## src/rtl/wb_host_arbiter_pkg.sv

```systemverilog
// ----------------------------------------------------------------------------
// wb_host_arbiter_pkg
// Shared definitions for the mainboard Wishbone host arbiter. It holds the
// arbiter FSM state encoding, the 8-bit window IDs carried in adr[0:7], the
// read data returned on a watchdog termination, and the one-hot owner codes.
// ----------------------------------------------------------------------------
package wb_host_arbiter_pkg;

    // Arbiter states: idle, or bus locked to master 0 / master 1
    typedef enum logic [1:0] {
        ST_IDLE   = 2'd0,
        ST_GRANT0 = 2'd1,
        ST_GRANT1 = 2'd2
    } arbState_e;

    // Mainboard windows selected by adr[0:7]; anything above CROM_LAST is unmapped
    localparam logic [7:0] WB_WIN_VDP        = 8'h00;
    localparam logic [7:0] WB_WIN_ROM        = 8'h01;
    localparam logic [7:0] WB_WIN_GROM       = 8'h02;
    localparam logic [7:0] WB_WIN_CROM_FIRST = 8'h03;
    localparam logic [7:0] WB_WIN_CROM_LAST  = 8'h05;

    // Read data presented to the owner on the cycle its access is timed out
    localparam logic [7:0] TIMEOUT_ERR_DATA  = 8'hff;

    // One-hot owner encoding {m0,m1}
    localparam logic [1:0] OWNER_NONE = 2'b00;
    localparam logic [1:0] OWNER_M0   = 2'b10;
    localparam logic [1:0] OWNER_M1   = 2'b01;

    // True when the window ID lands on a region the mainboard will acknowledge
    function automatic logic isMappedWindow(input logic [7:0] win);
        return (win <= WB_WIN_CROM_LAST);
    endfunction

endpackage

```

## src/rtl/wb_watchdog.sv

```systemverilog
// ----------------------------------------------------------------------------
// wb_watchdog
// Counts consecutive cycles in which the slave strobe is high without an
// acknowledge. On the TIMEOUT_CYCLES-th such cycle it raises o_errCycle for
// exactly one following cycle, which the arbiter uses to end the access.
//
// Ports
//   clk            in   system clock
//   reset_n        in   asynchronous reset, active low
//   i_stb          in   strobe as presented to the slave (already gated)
//   i_ack          in   slave acknowledge
//   i_grantChange  in   arbiter grant is changing at the next edge
//   o_errCycle     out  one-cycle timeout termination pulse
// ----------------------------------------------------------------------------
module wb_watchdog #(
    parameter int TIMEOUT_CYCLES = 64
) (
    input  logic clk,
    input  logic reset_n,
    input  logic i_stb,
    input  logic i_ack,
    input  logic i_grantChange,
    output logic o_errCycle
);

    localparam int CW = $clog2(TIMEOUT_CYCLES + 1);
    localparam logic [CW-1:0] LAST_COUNT = CW'(TIMEOUT_CYCLES - 1);

    logic [CW-1:0] r_count;
    logic          r_errCycle;
    logic          w_clear;

    // An ack always wins over a timeout: an acked cycle clears instead of firing.
    // The err cycle itself drives i_stb low, so the counter restarts from zero.
    assign w_clear = ~i_stb | i_ack | i_grantChange;

    always_ff @(posedge clk or negedge reset_n) begin
        if (!reset_n) begin
            r_count    <= '0;
            r_errCycle <= 1'b0;
        end else begin
            r_errCycle <= 1'b0;
            if (w_clear) begin
                r_count <= '0;
            end else if (r_count == LAST_COUNT) begin
                r_count    <= '0;
                r_errCycle <= 1'b1;
            end else begin
                r_count <= r_count + CW'(1);
            end
        end
    end

    assign o_errCycle = r_errCycle;

endmodule

```

## src/rtl/wb_host_arbiter.sv

```systemverilog
// ----------------------------------------------------------------------------
// wb_host_arbiter
// Shares the mainboard 8-bit Wishbone configuration/debug port between the
// host loader (m0) and the debug monitor (m1). Arbitration is round-robin and
// transaction-locked: a granted master keeps the bus for as long as it holds
// cyc. A watchdog ends strobes the mainboard never acknowledges (unmapped
// windows) with a one-cycle err and read data 8'hff.
//
// Ports
//   clk, reset_n                 clock, asynchronous active-low reset
//   mN_adr_i/dat_i/we_i/sel_i    master N request (N = 0, 1)
//   mN_stb_i, mN_cyc_i           master N strobe and bus request/lock
//   mN_dat_o, mN_ack_o, mN_err_o master N read data and terminations
//   s_adr_o/dat_o/we_o/sel_o     muxed request to the mainboard
//   s_stb_o, s_cyc_o             muxed strobe/cycle to the mainboard
//   s_dat_i, s_ack_i             mainboard read data and acknowledge
//   owner                        one-hot grant {m0,m1}, 2'b00 when idle
// ----------------------------------------------------------------------------
module wb_host_arbiter
    import wb_host_arbiter_pkg::*;
#(
    parameter int TIMEOUT_CYCLES = 64,
    parameter int ADR_BITS       = 24
) (
    input  logic                  clk,
    input  logic                  reset_n,

    input  logic [0:ADR_BITS-1]   m0_adr_i,
    input  logic [7:0]            m0_dat_i,
    output logic [7:0]            m0_dat_o,
    input  logic                  m0_we_i,
    input  logic                  m0_sel_i,
    input  logic                  m0_stb_i,
    input  logic                  m0_cyc_i,
    output logic                  m0_ack_o,
    output logic                  m0_err_o,

    input  logic [0:ADR_BITS-1]   m1_adr_i,
    input  logic [7:0]            m1_dat_i,
    output logic [7:0]            m1_dat_o,
    input  logic                  m1_we_i,
    input  logic                  m1_sel_i,
    input  logic                  m1_stb_i,
    input  logic                  m1_cyc_i,
    output logic                  m1_ack_o,
    output logic                  m1_err_o,

    output logic [0:ADR_BITS-1]   s_adr_o,
    output logic [7:0]            s_dat_o,
    input  logic [7:0]            s_dat_i,
    output logic                  s_we_o,
    output logic                  s_sel_o,
    output logic                  s_stb_o,
    output logic                  s_cyc_o,
    input  logic                  s_ack_i,

    output logic [1:0]            owner
);

    arbState_e r_state;
    arbState_e w_stateNext;
    logic      r_lastOwner;      // 0 = m0 last held the bus, 1 = m1
    logic      w_lastOwnerNext;
    logic      w_grantChange;
    logic      w_errCycle;

    // State register; last owner resets to m1 so m0 wins the first tie
    always_ff @(posedge clk or negedge reset_n) begin
        if (!reset_n) begin
            r_state     <= ST_IDLE;
            r_lastOwner <= 1'b1;
        end else begin
            r_state     <= w_stateNext;
            r_lastOwner <= w_lastOwnerNext;
        end
    end

    // Next-state: arbitrate only from IDLE, so releasing the bus always costs
    // one idle cycle and the new grant appears one cycle after that
    always_comb begin
        w_stateNext     = r_state;
        w_lastOwnerNext = r_lastOwner;
        case (r_state)
            ST_IDLE: begin
                if (m0_cyc_i && m1_cyc_i) begin
                    w_stateNext = r_lastOwner ? ST_GRANT0 : ST_GRANT1;
                end else if (m0_cyc_i) begin
                    w_stateNext = ST_GRANT0;
                end else if (m1_cyc_i) begin
                    w_stateNext = ST_GRANT1;
                end
            end
            ST_GRANT0: begin
                if (!m0_cyc_i) begin
                    w_stateNext     = ST_IDLE;
                    w_lastOwnerNext = 1'b0;
                end
            end
            ST_GRANT1: begin
                if (!m1_cyc_i) begin
                    w_stateNext     = ST_IDLE;
                    w_lastOwnerNext = 1'b1;
                end
            end
            default: w_stateNext = ST_IDLE;
        endcase
    end

    assign w_grantChange = (w_stateNext != r_state);

    // Owner decode straight from the registered state so it never glitches
    always_comb begin
        owner = OWNER_NONE;
        case (r_state)
            ST_GRANT0: owner = OWNER_M0;
            ST_GRANT1: owner = OWNER_M1;
            default:   owner = OWNER_NONE;
        endcase
    end

    // Slave-side mux; the strobe is masked during the timeout err cycle
    always_comb begin
        s_adr_o = '0;
        s_dat_o = 8'h00;
        s_we_o  = 1'b0;
        s_sel_o = 1'b0;
        s_stb_o = 1'b0;
        s_cyc_o = 1'b0;
        if (owner[1]) begin
            s_adr_o = m0_adr_i;
            s_dat_o = m0_dat_i;
            s_we_o  = m0_we_i;
            s_sel_o = m0_sel_i;
            s_stb_o = m0_stb_i & ~w_errCycle;
            s_cyc_o = m0_cyc_i;
        end else if (owner[0]) begin
            s_adr_o = m1_adr_i;
            s_dat_o = m1_dat_i;
            s_we_o  = m1_we_i;
            s_sel_o = m1_sel_i;
            s_stb_o = m1_stb_i & ~w_errCycle;
            s_cyc_o = m1_cyc_i;
        end
    end

    wb_watchdog #(
        .TIMEOUT_CYCLES (TIMEOUT_CYCLES)
    ) u_watchdog (
        .clk           (clk),
        .reset_n       (reset_n),
        .i_stb         (s_stb_o),
        .i_ack         (s_ack_i),
        .i_grantChange (w_grantChange),
        .o_errCycle    (w_errCycle)
    );

    // Return path: only the owner ever sees ack, err or slave data
    assign m0_ack_o = owner[1] & s_ack_i;
    assign m1_ack_o = owner[0] & s_ack_i;
    assign m0_err_o = owner[1] & w_errCycle;
    assign m1_err_o = owner[0] & w_errCycle;
    assign m0_dat_o = owner[1] ? (w_errCycle ? TIMEOUT_ERR_DATA : s_dat_i) : 8'h00;
    assign m1_dat_o = owner[0] ? (w_errCycle ? TIMEOUT_ERR_DATA : s_dat_i) : 8'h00;

endmodule
```

## config.mk

```make
export PLATFORM = sky130hd
export DESIGN_NAME = wb_host_arbiter
export DESIGN_NICKNAME = d
export VERILOG_FILES = /design/src/rtl/wb_host_arbiter_pkg.sv /design/src/rtl/wb_watchdog.sv /design/src/rtl/wb_host_arbiter.sv
export SDC_FILE = /design/constraint.sdc
export NUM_CORES = 1
export LEC_CHECK = 0
export CAP_MARGIN = 5
export CORE_MARGIN = 5
export CORE_UTILIZATION = 28
export CTS_BUF_LIST = sky130_fd_sc_hd__clkbuf_4 sky130_fd_sc_hd__clkbuf_8
export DETAILED_ROUTE_END_ITERATION = 8
export PLACE_DENSITY = 0.88
export SLEW_MARGIN = 20
export SYNTH_ARGS = -nofsm -noshare
export SYNTH_HDL_FRONTEND = slang
export SYNTH_SLANG_ARGS = --single-unit
export TNS_END_PERCENT = 10
```

## constraint.sdc

```tcl
create_clock -name clk -period 2.25 [get_ports clk]
set_input_delay 0.225 -clock clk [delete_from_list [all_inputs] [get_ports clk]]
set_output_delay 0.225 -clock clk [all_outputs]
set_load 0.01 [all_outputs]
```

==> impl_metrics.toml <==
[status]
status = "finished, final reports clean"

[worst_setup_path]
rrSetupSlack_ns = 0.77
cp.arrival_ns = 1.96
worstSetupPathType = "reg -> out"
cp_data_required_time_ns = 2.03
max_stage_delay_ns = 0.58
reg2reg_depth = 4
crit_chain = "nand2b_4, inv_6, a22o_1, clkdlybuf4s50_1"
cp-end-kind = "output pin"
r2r-end = "u_watchdog.r_count[0]"
cpLargestDelayFamily = "buffers and inverters"
r2r-start = "r_state[0]"
cp.buffers_inverters = 2
start_kind = "flip-flop"
crit_path_max_fanout = 37
slowest_stage = "clkdlybuf4s50_1"

[timing]
rsz0062_at_grt = "false"
hold_viol = 0
min_period_ns = 2.19
clock_skew_ns = 0.00606
slew_headroom_pct = 67.8
timing.final.crit_share_pct = 97.1
fin_setup_tns_ns = 0
drv_slew = 0
tightest_slew_ns = 0.481
final-setup-viol-count = 0
setup_slack_ns = 0.0645
timing.fmax_ghz = 0.458
hold_ws_ns = 0.317

[run]
drv_cap = 0

[clocking]
h-tree-depth = 1
cts-root-buf = "clkbuf_8"
cts_buffer_depth = 2
clkTransAtPathRegs_ns = 0.05
numClockSinks = 11
insertion_delay_ns = 0.24
numCtsBuffers = 3
cts_tree = "yes"

[die]
die_width_um = 72.5
die_y_um = 72.5
die_area_um2 = 5250
placementRows = 22
ioPinCount = 141
initial_core_util_pct = 29.4
core_um2 = 3720

[drt]
wirelength_um = 5770
drtAntennaViolNets = 0
wl_per_cell_um = 18.5
drc = 0
firstDrtPassIters = 4
drt_iter0_markers = 70
num_vias = 1528
viasPerCell = 4.90

[final_layout]
diodes = 0
layout.nets = 349
layout-drive-gt1-share_pct = 4.92
area_growth_pct = 132
layout_common_cells = "140 x clkdlybuf4s50_1, 34 x a22o_1, 28 x nor2_1"
mostFrequentLayoutCell = "clkdlybuf4s50_1"
final_util_pct = 68.0

[place]
hpwl_um = 4800
port_buffers = 140
gp_congestion = 0.872
pre_cts_ws_ns = 0.272

[logic_synthesis]
synthCells = 129
synth.avg_cell_area_um2 = 8.47
ys_seq_area_share_pct = 25.3
yosysWarnings = 0
synth_area_um2 = 1090
synth.distinct_cells = 28
ys_ff_latch = 11
syn_nets = 213

[global_route]
gr-usage-all-layers_pct = 20.4
grt_pass1_wl_um = 8400
grt_max_degree = 38
overflow = 0
antenna_found_initial = 0
grt_pass1_vias = 1550

[pwr]
leakage_nw = 0.981
power.density_nw_per_um2 = 456
power_mw = 1.15
peakVddDrop_mv = 0.481

[min_path]
min_path_type = "in -> async"
## power breakdown
part	leakage [nW]	switching (mW)	internal, mW
sequential	0.148	0.0196	0.213
clock	0.0262	0.0731	0.136
combinational	0.807	0.282	0.430
## Yosys cell counts, drive strengths merged
cell     n  area share [%]
nor3     4             2.7
xnor2    1            0.80
dfstp    1             2.4
nor2    28             9.6
buf      8             6.9
a21boi   1            0.69
and2     4             2.3
ha       1             1.1
dfrtp   10              23
a22o    34              27
o32ai    1             2.5
o21ai    4             1.8
a21oi    6             2.7
nand2b   6             4.8
o21a     1            0.69
xor2     2             1.6
o211ai   1             1.9
clkbuf   1            0.34
nand2    3             1.0
nand3    4             1.8
inv      6             2.7
nor2b    2             1.1
## kinds of logic (layout without fill, tap and decap cells)
group / after synthesis / after routing / share of synthesized area (%)
buffers and inverters: 15 / 150 / 9.96
AOI/OAI and AO/OA: 48 / 48 / 37.7
and+or+nand+nor: 51 / 51 / 23.5
DFF: 11 / 11 / 25.3
adders and majority gates: 1 / 1 / 1.15
xor gates and xnor gates: 3 / 3 / 2.41
## stage by stage
stage	area (µm²)	instances
floorplan	1090	129
detailed placement	2470	308
finish	2530	312
global placement	2470	308
global route	2530	312
CTS	2520	312
## final cells by class
type	count	area, µm²
Timing Repair Buffer	140	1400
Fill cell	313	1190
Multi-Input combinational cell	103	707
Sequential cell	11	277
Tap cell	48	60.1
Clock buffer	4	48.8
Inverter	6	35.0
## sequential cells by signal, indices dropped and copies added, names as in the netlist
signal / flops
u_watchdog.r_count: 7
r_state: 2
r_lastOwner: 1
u_watchdog.o_errCycle: 1
## routing by layer
layer	up-vias	part of all wire [%]	global-route usage, %	wire length [µm]
li1	739	-	-	-
met1	694	37	23.9	2150
met2	83	50	36.4	2900
met3	12	9.8	5.82	564
met4	0	2.7	5.33	155
met5	-	0	0	0
## how the worst max path moves through the flow
| stage | from | to | slack, ns | depth (start not counted) |
|---|---|---|---|---|
| detailed placement | r_state[0] | s_adr_o[5] | 0.27 | 4 |
| global route | r_state[0] | s_adr_o[1] | 0.006 | 4 |
| global placement | r_state[0] | s_adr_o[5] | 0.29 | 4 |
| CTS | r_state[0] | s_adr_o[5] | 0.005 | 4 |
| floorplan | r_state[0] | s_adr_o[1] | 0.83 | 5 |
| finish | r_state[0] | s_adr_o[5] | 0.06 | 4 |
## timing repair
action / CTS / global route
gates resized for setup: 0 / 2
hold buffers: 0 / 0
setup buffers: 0 / 0
endpoints found under the hold margin: 0 / 0
setup endpoints to repair: 0 / 37
(Power assumes the default switching activity.)
